[src/rtl/hdr_merge_pkg.sv]
// Shared definitions for the HDR merge stage: FSM encoding, default widths and exposure shifts,
// and a helper that finds the largest normalising shift.
package hdr_merge_pkg;

  localparam logic [1:0] StIdle = 2'd0;
  localparam logic [1:0] StMac  = 2'd1;
  localparam logic [1:0] StDiv  = 2'd2;
  localparam logic [1:0] StDone = 2'd3;

  localparam int unsigned PixWDef   = 6;
  localparam int unsigned WWDef     = 12;
  localparam int unsigned OutWDef   = 10;
  localparam int unsigned ShHighDef = 0;
  localparam int unsigned ShMidDef  = 2;
  localparam int unsigned ShLowDef  = 4;

  function automatic int unsigned max_shift(input int unsigned a, input int unsigned b,
                                            input int unsigned c);
    int unsigned m;
    m = a;
    if (b > m) m = b;
    if (c > m) m = c;
    return m;
  endfunction

endpackage

[src/rtl/hdr_merge_if.sv]
// Input-triple and output-sample handshake bundle for hdr_merge.
// master drives the exposures and out_ready; slave (the merge stage) drives the result.
interface hdr_merge_if
  import hdr_merge_pkg::*;
#(
  parameter int unsigned PIX_W = PixWDef,
  parameter int unsigned W_W   = WWDef,
  parameter int unsigned OUT_W = OutWDef
);

  logic             in_valid;
  logic             in_ready;
  logic [PIX_W-1:0] pixel_high;
  logic [PIX_W-1:0] pixel_mid;
  logic [PIX_W-1:0] pixel_low;
  logic [W_W-1:0]   w_high;
  logic [W_W-1:0]   w_mid;
  logic [W_W-1:0]   w_low;
  logic [OUT_W-1:0] hdr_pixel;
  logic             out_valid;
  logic             out_ready;
  logic             zero_div;

  modport master (
    output in_valid,
    output pixel_high,
    output pixel_mid,
    output pixel_low,
    output w_high,
    output w_mid,
    output w_low,
    output out_ready,
    input  in_ready,
    input  hdr_pixel,
    input  out_valid,
    input  zero_div
  );

  modport slave (
    input  in_valid,
    input  pixel_high,
    input  pixel_mid,
    input  pixel_low,
    input  w_high,
    input  w_mid,
    input  w_low,
    input  out_ready,
    output in_ready,
    output hdr_pixel,
    output out_valid,
    output zero_div
  );

endinterface

[src/rtl/hdr_merge_seq_div.sv]
// Bit-serial unsigned restoring divider: start loads operands, then one quotient bit per cycle,
// MSB first, for NUM_W cycles. done_o/quot_o present the final step combinationally.
module hdr_merge_seq_div #(
  parameter int unsigned NUM_W = 24,
  parameter int unsigned DEN_W = 14,
  parameter int unsigned Q_W   = 24
) (
  input  logic             clk_i,
  input  logic             rst_ni,
  input  logic             start_i,
  input  logic [NUM_W-1:0] num_i,
  input  logic [DEN_W-1:0] den_i,
  output logic             done_o,
  output logic [Q_W-1:0]   quot_o
);

  localparam int unsigned CntW = (NUM_W > 1) ? $clog2(NUM_W) : 1;

  logic             busy_q, busy_d;
  logic [CntW-1:0]  cnt_q, cnt_d;
  logic [NUM_W-1:0] dvd_q, dvd_d;
  logic [DEN_W-1:0] rem_q, rem_d;
  logic [DEN_W-1:0] den_q, den_d;

  logic [DEN_W:0]   rem_sh;
  logic             ge;
  logic [DEN_W-1:0] rem_step;
  logic [NUM_W-1:0] dvd_step;

  // Dividend shifts out MSB-first while quotient bits shift in at the bottom of the same register.
  always_comb begin
    rem_sh   = {rem_q, dvd_q[NUM_W-1]};
    ge       = (rem_sh >= {1'b0, den_q});
    rem_step = ge ? DEN_W'(rem_sh - {1'b0, den_q}) : rem_sh[DEN_W-1:0];
    dvd_step = {dvd_q[NUM_W-2:0], ge};
  end

  assign done_o = busy_q && (cnt_q == CntW'(NUM_W - 1));
  assign quot_o = dvd_step[Q_W-1:0];

  always_comb begin
    busy_d = busy_q;
    cnt_d  = cnt_q;
    dvd_d  = dvd_q;
    rem_d  = rem_q;
    den_d  = den_q;
    if (start_i) begin
      busy_d = 1'b1;
      cnt_d  = '0;
      dvd_d  = num_i;
      rem_d  = '0;
      den_d  = den_i;
    end else if (busy_q) begin
      dvd_d = dvd_step;
      rem_d = rem_step;
      cnt_d = cnt_q + 1'b1;
      if (done_o) busy_d = 1'b0;
    end
  end

  always_ff @(posedge clk_i or negedge rst_ni) begin
    if (!rst_ni) begin
      busy_q <= 1'b0;
      cnt_q  <= '0;
      dvd_q  <= '0;
      rem_q  <= '0;
      den_q  <= '0;
    end else begin
      busy_q <= busy_d;
      cnt_q  <= cnt_d;
      dvd_q  <= dvd_d;
      rem_q  <= rem_d;
      den_q  <= den_d;
    end
  end

endmodule

[src/rtl/hdr_merge.sv]
// HDR merge: weighted average of exposure-normalised pixels, divided by the weight sum.
// Optional HDR_MERGE_ROUND_EN: bias the numerator by den/2 for round-to-nearest (ties up).
module hdr_merge
  import hdr_merge_pkg::*;
#(
  parameter int unsigned PIX_W   = PixWDef,
  parameter int unsigned W_W     = WWDef,
  parameter int unsigned SH_HIGH = ShHighDef,
  parameter int unsigned SH_MID  = ShMidDef,
  parameter int unsigned SH_LOW  = ShLowDef,
  parameter int unsigned OUT_W   = OutWDef
) (
  input logic        clk,
  input logic        rst_n,
  hdr_merge_if.slave bus
);

  localparam int unsigned SH_MAX = max_shift(SH_HIGH, SH_MID, SH_LOW);
  localparam int unsigned SP_W   = PIX_W + SH_MAX;
  localparam int unsigned NUM_W  = W_W + SP_W + 2;
  localparam int unsigned DEN_W  = W_W + 2;

  logic [1:0]       state_q, state_d;
  logic [PIX_W-1:0] pix_h_q, pix_m_q, pix_l_q;
  logic [W_W-1:0]   w_h_q, w_m_q, w_l_q;
  logic [OUT_W-1:0] hdr_q, hdr_d;
  logic             out_valid_q, out_valid_d;
  logic             zd_q, zd_d;

  logic             accept;
  logic [NUM_W-1:0] mac_sum;
  logic [NUM_W-1:0] num_d;
  logic [DEN_W-1:0] den_d;
  logic [OUT_W-1:0] zd_pix;
  logic             div_start;
  logic             div_done;
  logic [NUM_W-1:0] div_quot;
  logic             sat;

  assign accept       = bus.in_valid && (state_q == StIdle);
  assign bus.in_ready = (state_q == StIdle);
  assign bus.hdr_pixel = hdr_q;
  assign bus.out_valid = out_valid_q;
  assign bus.zero_div  = zd_q;

  always_comb begin
    mac_sum = NUM_W'(w_h_q) * (NUM_W'(pix_h_q) << SH_HIGH)
            + NUM_W'(w_m_q) * (NUM_W'(pix_m_q) << SH_MID)
            + NUM_W'(w_l_q) * (NUM_W'(pix_l_q) << SH_LOW);
    den_d   = DEN_W'(w_h_q) + DEN_W'(w_m_q) + DEN_W'(w_l_q);
`ifdef HDR_MERGE_ROUND_EN
    num_d   = mac_sum + NUM_W'(den_d >> 1);
`else
    num_d   = mac_sum;
`endif
    zd_pix  = OUT_W'(pix_m_q) << SH_MID;
  end

  // The divider registers num/den itself while the FSM sits in MAC.
  assign div_start = (state_q == StMac) && (den_d != '0);

  hdr_merge_seq_div #(
    .NUM_W (NUM_W),
    .DEN_W (DEN_W),
    .Q_W   (NUM_W)
  ) u_div (
    .clk_i   (clk),
    .rst_ni  (rst_n),
    .start_i (div_start),
    .num_i   (num_d),
    .den_i   (den_d),
    .done_o  (div_done),
    .quot_o  (div_quot)
  );

  assign sat = |div_quot[NUM_W-1:OUT_W];

  always_comb begin
    state_d     = state_q;
    hdr_d       = hdr_q;
    out_valid_d = out_valid_q;
    zd_d        = zd_q;
    unique case (state_q)
      StIdle: begin
        if (bus.in_valid) state_d = StMac;
      end
      StMac: begin
        if (den_d == '0) begin
          hdr_d   = zd_pix;
          zd_d    = 1'b1;
          state_d = StDone;
        end else begin
          zd_d    = 1'b0;
          state_d = StDiv;
        end
      end
      StDiv: begin
        if (div_done) begin
          hdr_d       = sat ? '1 : div_quot[OUT_W-1:0];
          out_valid_d = 1'b1;
          state_d     = StDone;
        end
      end
      StDone: begin
        // Zero-den entry arrives with out_valid low; it is raised one cycle later.
        if (!out_valid_q) begin
          out_valid_d = 1'b1;
        end else if (bus.out_ready) begin
          out_valid_d = 1'b0;
          state_d     = StIdle;
        end
      end
      default: state_d = StIdle;
    endcase
  end

  always_ff @(posedge clk or negedge rst_n) begin
    if (!rst_n) begin
      state_q     <= StIdle;
      hdr_q       <= '0;
      out_valid_q <= 1'b0;
      zd_q        <= 1'b0;
      pix_h_q     <= '0;
      pix_m_q     <= '0;
      pix_l_q     <= '0;
      w_h_q       <= '0;
      w_m_q       <= '0;
      w_l_q       <= '0;
    end else begin
      state_q     <= state_d;
      hdr_q       <= hdr_d;
      out_valid_q <= out_valid_d;
      zd_q        <= zd_d;
      if (accept) begin
        pix_h_q <= bus.pixel_high;
        pix_m_q <= bus.pixel_mid;
        pix_l_q <= bus.pixel_low;
        w_h_q   <= bus.w_high;
        w_m_q   <= bus.w_mid;
        w_l_q   <= bus.w_low;
      end
    end
  end

endmodule
[src/flat_wrapper.sv]
// flat-port wrapper written by rule: the top's interface ports become plain ports
module hdr_merge_flat import hdr_merge_pkg::*;
#(
  parameter int unsigned PIX_W   = PixWDef,
  parameter int unsigned W_W     = WWDef,
  parameter int unsigned SH_HIGH = ShHighDef,
  parameter int unsigned SH_MID  = ShMidDef,
  parameter int unsigned SH_LOW  = ShLowDef,
  parameter int unsigned OUT_W   = OutWDef
)
  (clk, rst_n, bus_in_valid, bus_pixel_high, bus_pixel_mid, bus_pixel_low, bus_w_high, bus_w_mid, bus_w_low, bus_out_ready, bus_in_ready, bus_hdr_pixel, bus_out_valid, bus_zero_div);
  hdr_merge_if #(.PIX_W(PIX_W), .W_W(W_W), .OUT_W(OUT_W)) bus_i ();
  input logic clk;
  input logic rst_n;
  input wire logic [$bits(bus_i.in_valid)-1:0] bus_in_valid;
  input wire logic [$bits(bus_i.pixel_high)-1:0] bus_pixel_high;
  input wire logic [$bits(bus_i.pixel_mid)-1:0] bus_pixel_mid;
  input wire logic [$bits(bus_i.pixel_low)-1:0] bus_pixel_low;
  input wire logic [$bits(bus_i.w_high)-1:0] bus_w_high;
  input wire logic [$bits(bus_i.w_mid)-1:0] bus_w_mid;
  input wire logic [$bits(bus_i.w_low)-1:0] bus_w_low;
  input wire logic [$bits(bus_i.out_ready)-1:0] bus_out_ready;
  output wire logic [$bits(bus_i.in_ready)-1:0] bus_in_ready;
  output wire logic [$bits(bus_i.hdr_pixel)-1:0] bus_hdr_pixel;
  output wire logic [$bits(bus_i.out_valid)-1:0] bus_out_valid;
  output wire logic [$bits(bus_i.zero_div)-1:0] bus_zero_div;
  assign bus_i.in_valid = bus_in_valid;
  assign bus_i.pixel_high = bus_pixel_high;
  assign bus_i.pixel_mid = bus_pixel_mid;
  assign bus_i.pixel_low = bus_pixel_low;
  assign bus_i.w_high = bus_w_high;
  assign bus_i.w_mid = bus_w_mid;
  assign bus_i.w_low = bus_w_low;
  assign bus_i.out_ready = bus_out_ready;
  assign bus_in_ready = bus_i.in_ready;
  assign bus_hdr_pixel = bus_i.hdr_pixel;
  assign bus_out_valid = bus_i.out_valid;
  assign bus_zero_div = bus_i.zero_div;
  hdr_merge #(.PIX_W(PIX_W), .W_W(W_W), .SH_HIGH(SH_HIGH), .SH_MID(SH_MID), .SH_LOW(SH_LOW), .OUT_W(OUT_W)) u_core (.clk(clk), .rst_n(rst_n), .bus(bus_i));
endmodule
[config.mk]
export PLATFORM = sky130hd
export DESIGN_NAME = hdr_merge_flat
export DESIGN_NICKNAME = d
export VERILOG_FILES = /design/src/rtl/hdr_merge_pkg.sv /design/src/rtl/hdr_merge_if.sv /design/src/rtl/hdr_merge_seq_div.sv /design/src/rtl/hdr_merge.sv /design/src/flat_wrapper.sv
export SDC_FILE = /design/constraint.sdc
export NUM_CORES = 1
export LEC_CHECK = 0
export CAP_MARGIN = 20
export CORE_ASPECT_RATIO = 0.5
export CORE_MARGIN = 5
export CORE_UTILIZATION = 38
export DETAILED_ROUTE_END_ITERATION = 12
export PLACE_DENSITY = 0.53
export SKIP_CTS_REPAIR_TIMING = 1
export SLEW_MARGIN = 20
export SYNTH_ARGS = -nofsm -noshare
export SYNTH_HDL_FRONTEND = slang
export SYNTH_HIERARCHICAL = 1
export SYNTH_SLANG_ARGS = --single-unit
[constraint.sdc]
create_clock -name clk -period 6.64 [get_ports clk]
set_clock_uncertainty 0.15 [all_clocks]
set_input_delay 1.992 -clock clk [delete_from_list [all_inputs] [get_ports clk]]
set_output_delay 1.992 -clock clk [all_outputs]
set_load 0.02 [all_outputs]
; After elaboration in Yosys (flattened, before gate mapping)
; Index checks and enable logic that the tools add are counted.
[totals]
ff_bits = 126
latchBits = 0
ram_bits = 0
romBits = 0
out_inout_bits = 13
mem_count = 0
[classes]
add_sub_neg = 6
mul = 3
div_mod_pow = 0
n_lt_le_gt_ge = 1
eq_ne = 9
shift = 0
mux = 25
bitwise_logic = 0
reduce_logical = 13
[op_table]
columns = cell, n
row1 = $mul 12x6->18, 3
row2 = $add 24x24->24, 2
row3 = $mux 24, 2
row4 = $mux 14, 3
row5 = $mux 10, 3
row6 = $pmux 10 s2, 1
row7 = $ge 15x14->1, 1
row8 = $add 14x12->14, 1
row9 = $logic_not 14->1, 1
row10 = $reduce_bool 14->1, 1
row11 = $reduce_or 14->1, 1
row12 = $sub 14x14->14, 1
row13 = $add 12x12->13, 1
row14 = $mux 5, 2
row15 = $mux 1, 8
row16 = $mux 2, 4
row17 = $pmux 2 s4, 1
row18 = $ne 2x2->1 const B, 3
row19 = $reduce_bool 2->1, 3
row20 = $add 5x1->5 const B, 1
row21 = $eq 5x5->1 const B, 1
row22 = $eq 2x2->1 const B, 2
row23 = $ne 2x1->1 const B, 2
row24 = $reduce_and 4->1, 1
row25 = 6 further kinds, 8

; Depth between registers and ports, before layout
; Gate-level depths: netlist of run 1.
[logic_depth]
word_depth = 5
mapped_depth = 31

; By module
; Netlist of run 1, hierarchy kept.
[by_module_without_submodules]
columns = module, n_inst, cells_each, area_each_um2, seq_area_each_um2
row1 = hdr_merge, 1, 1233, 11397.2, 1701.6
row2 = hdr_merge_seq_div, 1, 388, 3519.6, 1451.4

; Worst setup path after synthesis of run 1
; Ideal clock, no wire load.
[synth_timing]
path_type = register -> register
from = register u_core.pix_l_q[5]
to = register u_core.u_div.dvd_q[21]
setup_ps = 83
arrival_ps = 6783
required_ps = 6407
slack_ps = -376
path_stages_with_launch = 29
synth_period_minus_slack_ps = 7016
cell_sequence = dfrtp_1 > clkbuf_1 > nand2_1 > fa_1 > fa_1 > fa_1 > inv_1 > ha_1 > a21o_1 > a2111oi_0 > o31ai_1 > nor2_1 > xnor2_1 > ha_1 > fa_1 > inv_1 > fa_1 > inv_1 > ha_1 > a21o_1 > a21o_1 > or3_1 > o21ai_0 > a21oi_1 > a21o_1 > a21oi_1 > xnor2_1 > nand2_1 > o21ai_0
[synth_via]
elab_chain_len = 3
[synth_rtl]
columns = item, line_no
row1 = start: declaration, hdr_merge.sv:24  ; logic [PIX_W-1:0] pix_h_q, pix_m_q, pix_l_q;
row2 = start signal: assignment, hdr_merge.sv:137  ; pix_l_q <= bus.pixel_low;
row3 = $mul 12x6->18, hdr_merge.sv:49  ; + NUM_W'(w_l_q) * (NUM_W'(pix_l_q) << SH_LOW);
row4 = $add 24x24->24, hdr_merge.sv:49
row5 = net u_core.mac_sum[21], hdr_merge.sv:31  ; logic [NUM_W-1:0] mac_sum;
row6 = $mux 24, hdr_merge_seq_div.sv:47  ; if (start_i) begin
row7 = end signal: assignment, hdr_merge_seq_div.sv:71  ; dvd_q <= dvd_d;
row8 = end: declaration, hdr_merge_seq_div.sv:21  ; logic [NUM_W-1:0] dvd_q, dvd_d;
; The timed path passes the listed nets, and every way through them passes these cells.
; A chain may end at the register's enable or synchronous reset.

; Worst setup path in the final report of run 1
[layout_timing]
from = register u_core.w_m_q[3]
to = register u_core.u_div.dvd_q[22]
[layout_via]
word_cells_on_any_way = 9
[layout_rtl]
columns = item, line_no
row1 = start: declaration, hdr_merge.sv:25  ; logic [W_W-1:0] w_h_q, w_m_q, w_l_q;
row2 = start signal: assignment, hdr_merge.sv:139  ; w_m_q <= bus.w_mid;
row3 = $mul 12x6->18, hdr_merge.sv:48  ; + NUM_W'(w_m_q) * (NUM_W'(pix_m_q) << SH_MID)
row4 = $add 24x24->24, hdr_merge.sv:48
row5 = $add 24x24->24, hdr_merge.sv:49
row6 = net u_core.mac_sum[22], hdr_merge.sv:31
row7 = $mux 24, hdr_merge_seq_div.sv:47
; The timed path passes the listed nets, and every way through them passes these cells.

==> flow_metrics.tcl, run 1 <==
set metrics [dict create \
    grt_setup_unrepaired "yes" \
    cpMostUsedCell "fa_1" \
    critPathKind "reg -> reg" \
    finalSetupViolCount 7 \
    wl_per_cell_um 16.3 \
    rr_startpoint "u_core/w_m_q[3]" \
    totalWireLength_um 37900 \
    routed_via_density 4.90 \
    final_cell_area_um2 18100 \
    drtPass1Iterations 5 \
    fin_cells 2323 \
    ioPinCount 71 \
    finalHoldViolCount 0 \
    tightest_slew_ns 0.884 \
    netlist_area_um2 14900 \
    violations "negative setup slack" \
    drt_iter0_markers 621 \
    reg2reg_to "u_core/u_div/dvd_q[22]" \
    overflow 0 \
    numClockSinks 126 \
    drive_above_1_share 0.199 \
    num_vias 11400 \
    synth_edf_count 0 \
    cts_tree "done" \
    synth_top_area_frac 0.221 \
    critPathLaunch "u_core/w_m_q[3]" \
    whs_ns 0.377 \
    clock_latency_ns 0.46 \
    grt_pass1_wl_um 61100 \
    rows 51 \
    grt_max_degree 61 \
    status "finished with violations" \
    drv_cap 0 \
    port_buffers 70 \
    drtAntennaViolNets 0 \
    core-area_um2 38800 \
    yosysUniqueCellTypes 87 \
    cts_buffer_depth 2 \
    syn_to_final_growth_pct 21.1 \
    critPathSlowestCell "fa_1" \
    clkSlewWorstSetupHoldPaths_ns 0.06 \
    final.period_utilization 1.04 \
    gp_congestion 0.850 \
    slew_viol_final 0 \
    ys_async_sr_fraction 1.00 \
    grt_util_all_layers 0.176 \
    cp-start-kind "register" \
    yosysMostFrequentCell "inv_1" \
    die_w_um 290 \
    die_y_um 150 \
    n_antenna_cell 0 \
    drc 0 \
    worst_slack_ns -0.292 \
    ys_warn_count 6 \
    cts-root-buf "clkbuf_16" \
    r2r_cells 27 \
    crit_end "u_core/u_div/dvd_q[22]" \
    start_util 0.384 \
    critPathMaxFanout 7 \
    cp-end-kind "register" \
    synth_ff_type "dfrtp_1" \
    yosysSeqAreaShare 0.211 \
    min_period_ns 6.93 \
    synth_common_cells "247 x inv_1, 166 x nand2_1, 165 x fa_1" \
    syn_inst 1621 \
    avgSynthCellArea_um2 9.20 \
    grt_pass1_vias 11300 \
    die_area_um2 43600 \
    fmax_mhz 144 \
    synthesis.nets 1966 \
    fin_nets 2125 \
    cts_made_buffers 17 \
    worstPathRequired_ns 6.80 \
    ff2ff_setup_slack_ns -0.29 \
    placed_cell_area_um2 16900 \
    hold_class "reg -> reg" \
    post-dp-hpwl_um 30300 \
    htreeDepth 4 \
    synthTopCellsByArea "fa_1 22%, dfrtp_1 21%, ha_1 10%" \
    critPathArrivalTime_ns 7.09 \
    dpl.cell_count 2274 \
    antenna_found_initial 0 \
    relSlewSlack 0.408 \
    ys_seq_elements 126 \
    critical-path-max-stage-delay_ns 0.57 \
    synth_top_area_cell "fa_1" \
]
[critical path, delay by kind of cell, from the launching register on]
kind	cells	cell delay (ns)
adders and majority gates	8	3.47
AOI/OAI and AO/OA	9	1.41
and+or+nand+nor	5	1.01
DFF	1	0.45
buffers and inverters	4	0.16
xor gates and xnor gates	1	0.14
[cell usage in the layout, fill, tap and decap left out, drive strengths merged, types with 14 or more instances in the layout]
cell type	count
o21ai	75
buf	146
dfrtp	126
a21oi	40
ha	122
clkdlybuf4s50	69
clkbuf	17
fa	165
xnor2	42
nand2	166
a21o	24
nor3	27
mux2i	25
inv	256
xor2	14
and2	148
nor2	97
nand3	20
mux2	55
[layer usage]
layer | part of all wire | global-route usage
met1 | 0.50 | 0.261
met2 | 0.45 | 0.271
met3 | 0.040 | 0.0324
met4 | 0.0097 | 0.0348
met5 | 0 | 0
[sequential cells by signal, summed over array words and instances, names as in the netlist]
| register | count |
|---|---|
| u_core/u_div/rem_q | 14 |
| u_core/bus.hdr_pixel | 10 |
| u_core/w_l_q | 12 |
| u_core/pix_h_q | 6 |
| u_core/w_h_q | 12 |
| u_core/u_div/cnt_q | 5 |
| u_core/bus.out_valid | 1 |
| u_core/bus.zero_div | 1 |
| u_core/pix_l_q | 6 |
| u_core/pix_m_q | 6 |
| u_core/w_m_q | 12 |
| u_core/u_div/busy_q | 1 |
| u_core/u_div/dvd_q | 24 |
| u_core/state_q | 2 |
| u_core/u_div/den_q | 14 |
[cell families (layout without fill, tap and decap cells)]
family                     after synthesis  count (layout)  synth area share
and+or+nand+nor                        519             519             0.177
buffers and inverters                  323             495            0.0894
adders and majority gates              287             287             0.324
AOI/OAI and AO/OA                      229             229             0.106
DFF                                    126             126             0.211
muxes                                   80              80            0.0583
xor gates and xnor gates                56              56            0.0334
other                                    1               1          0.000251
[through the flow]
step                utilization  TNS, ns  worst slack [ns]
finish                    0.466    -1.31            -0.292
global route              0.466    -3.70            -0.567
CTS                       0.452    -3.02            -0.508
detailed placement        0.437    -2.73            -0.486
global placement          0.437    -2.25            -0.397
floorplan                     -  -0.0337           -0.0337
[worst min-delay path by stage]
stage,start,endpoint,slack (ns),cells after the start
finish,u_core/u_div/den_q[0],u_core/u_div/den_q[0],0.38,1
global route,u_core/u_div/den_q[0],u_core/u_div/den_q[0],0.41,1
CTS,u_core/u_div/den_q[0],u_core/u_div/den_q[0],0.38,1
detailed placement,u_core/u_div/den_q[0],u_core/u_div/den_q[0],0.37,1
global placement,u_core/u_div/den_q[10],u_core/u_div/den_q[10],0.36,2
floorplan,u_core/u_div/den_q[0],u_core/u_div/den_q[0],0.33,1
[final cells by class]
| type | instances | area, µm² |
|---|---|---|
| clock inverter | 15 | 176 |
| tap | 530 | 663 |
| timing repair buffer | 215 | 1820 |
| fill | 3766 | 20700 |
| sequential | 126 | 3180 |
| multi-input combinational | 1172 | 10900 |
| inverter | 248 | 931 |
| clock buffer | 17 | 425 |
Power of run 1 is not shown: default switching activity piles up to over one toggle a cycle in this logic, so the estimate is an artifact.
==> run 2, diff against run 1 <==
--- a/config.mk
+++ b/config.mk
@@ -5,7 +5,6 @@
 export SDC_FILE = /design/constraint.sdc
 export NUM_CORES = 1
 export LEC_CHECK = 0
-export CAP_MARGIN = 20
 export CORE_ASPECT_RATIO = 0.5
 export CORE_MARGIN = 5
 export CORE_UTILIZATION = 38
==> results of run 2 <==
No change in the layout: final DEF, timing and power equal those of run 1.
Power of run 2 is left out for the same reason.
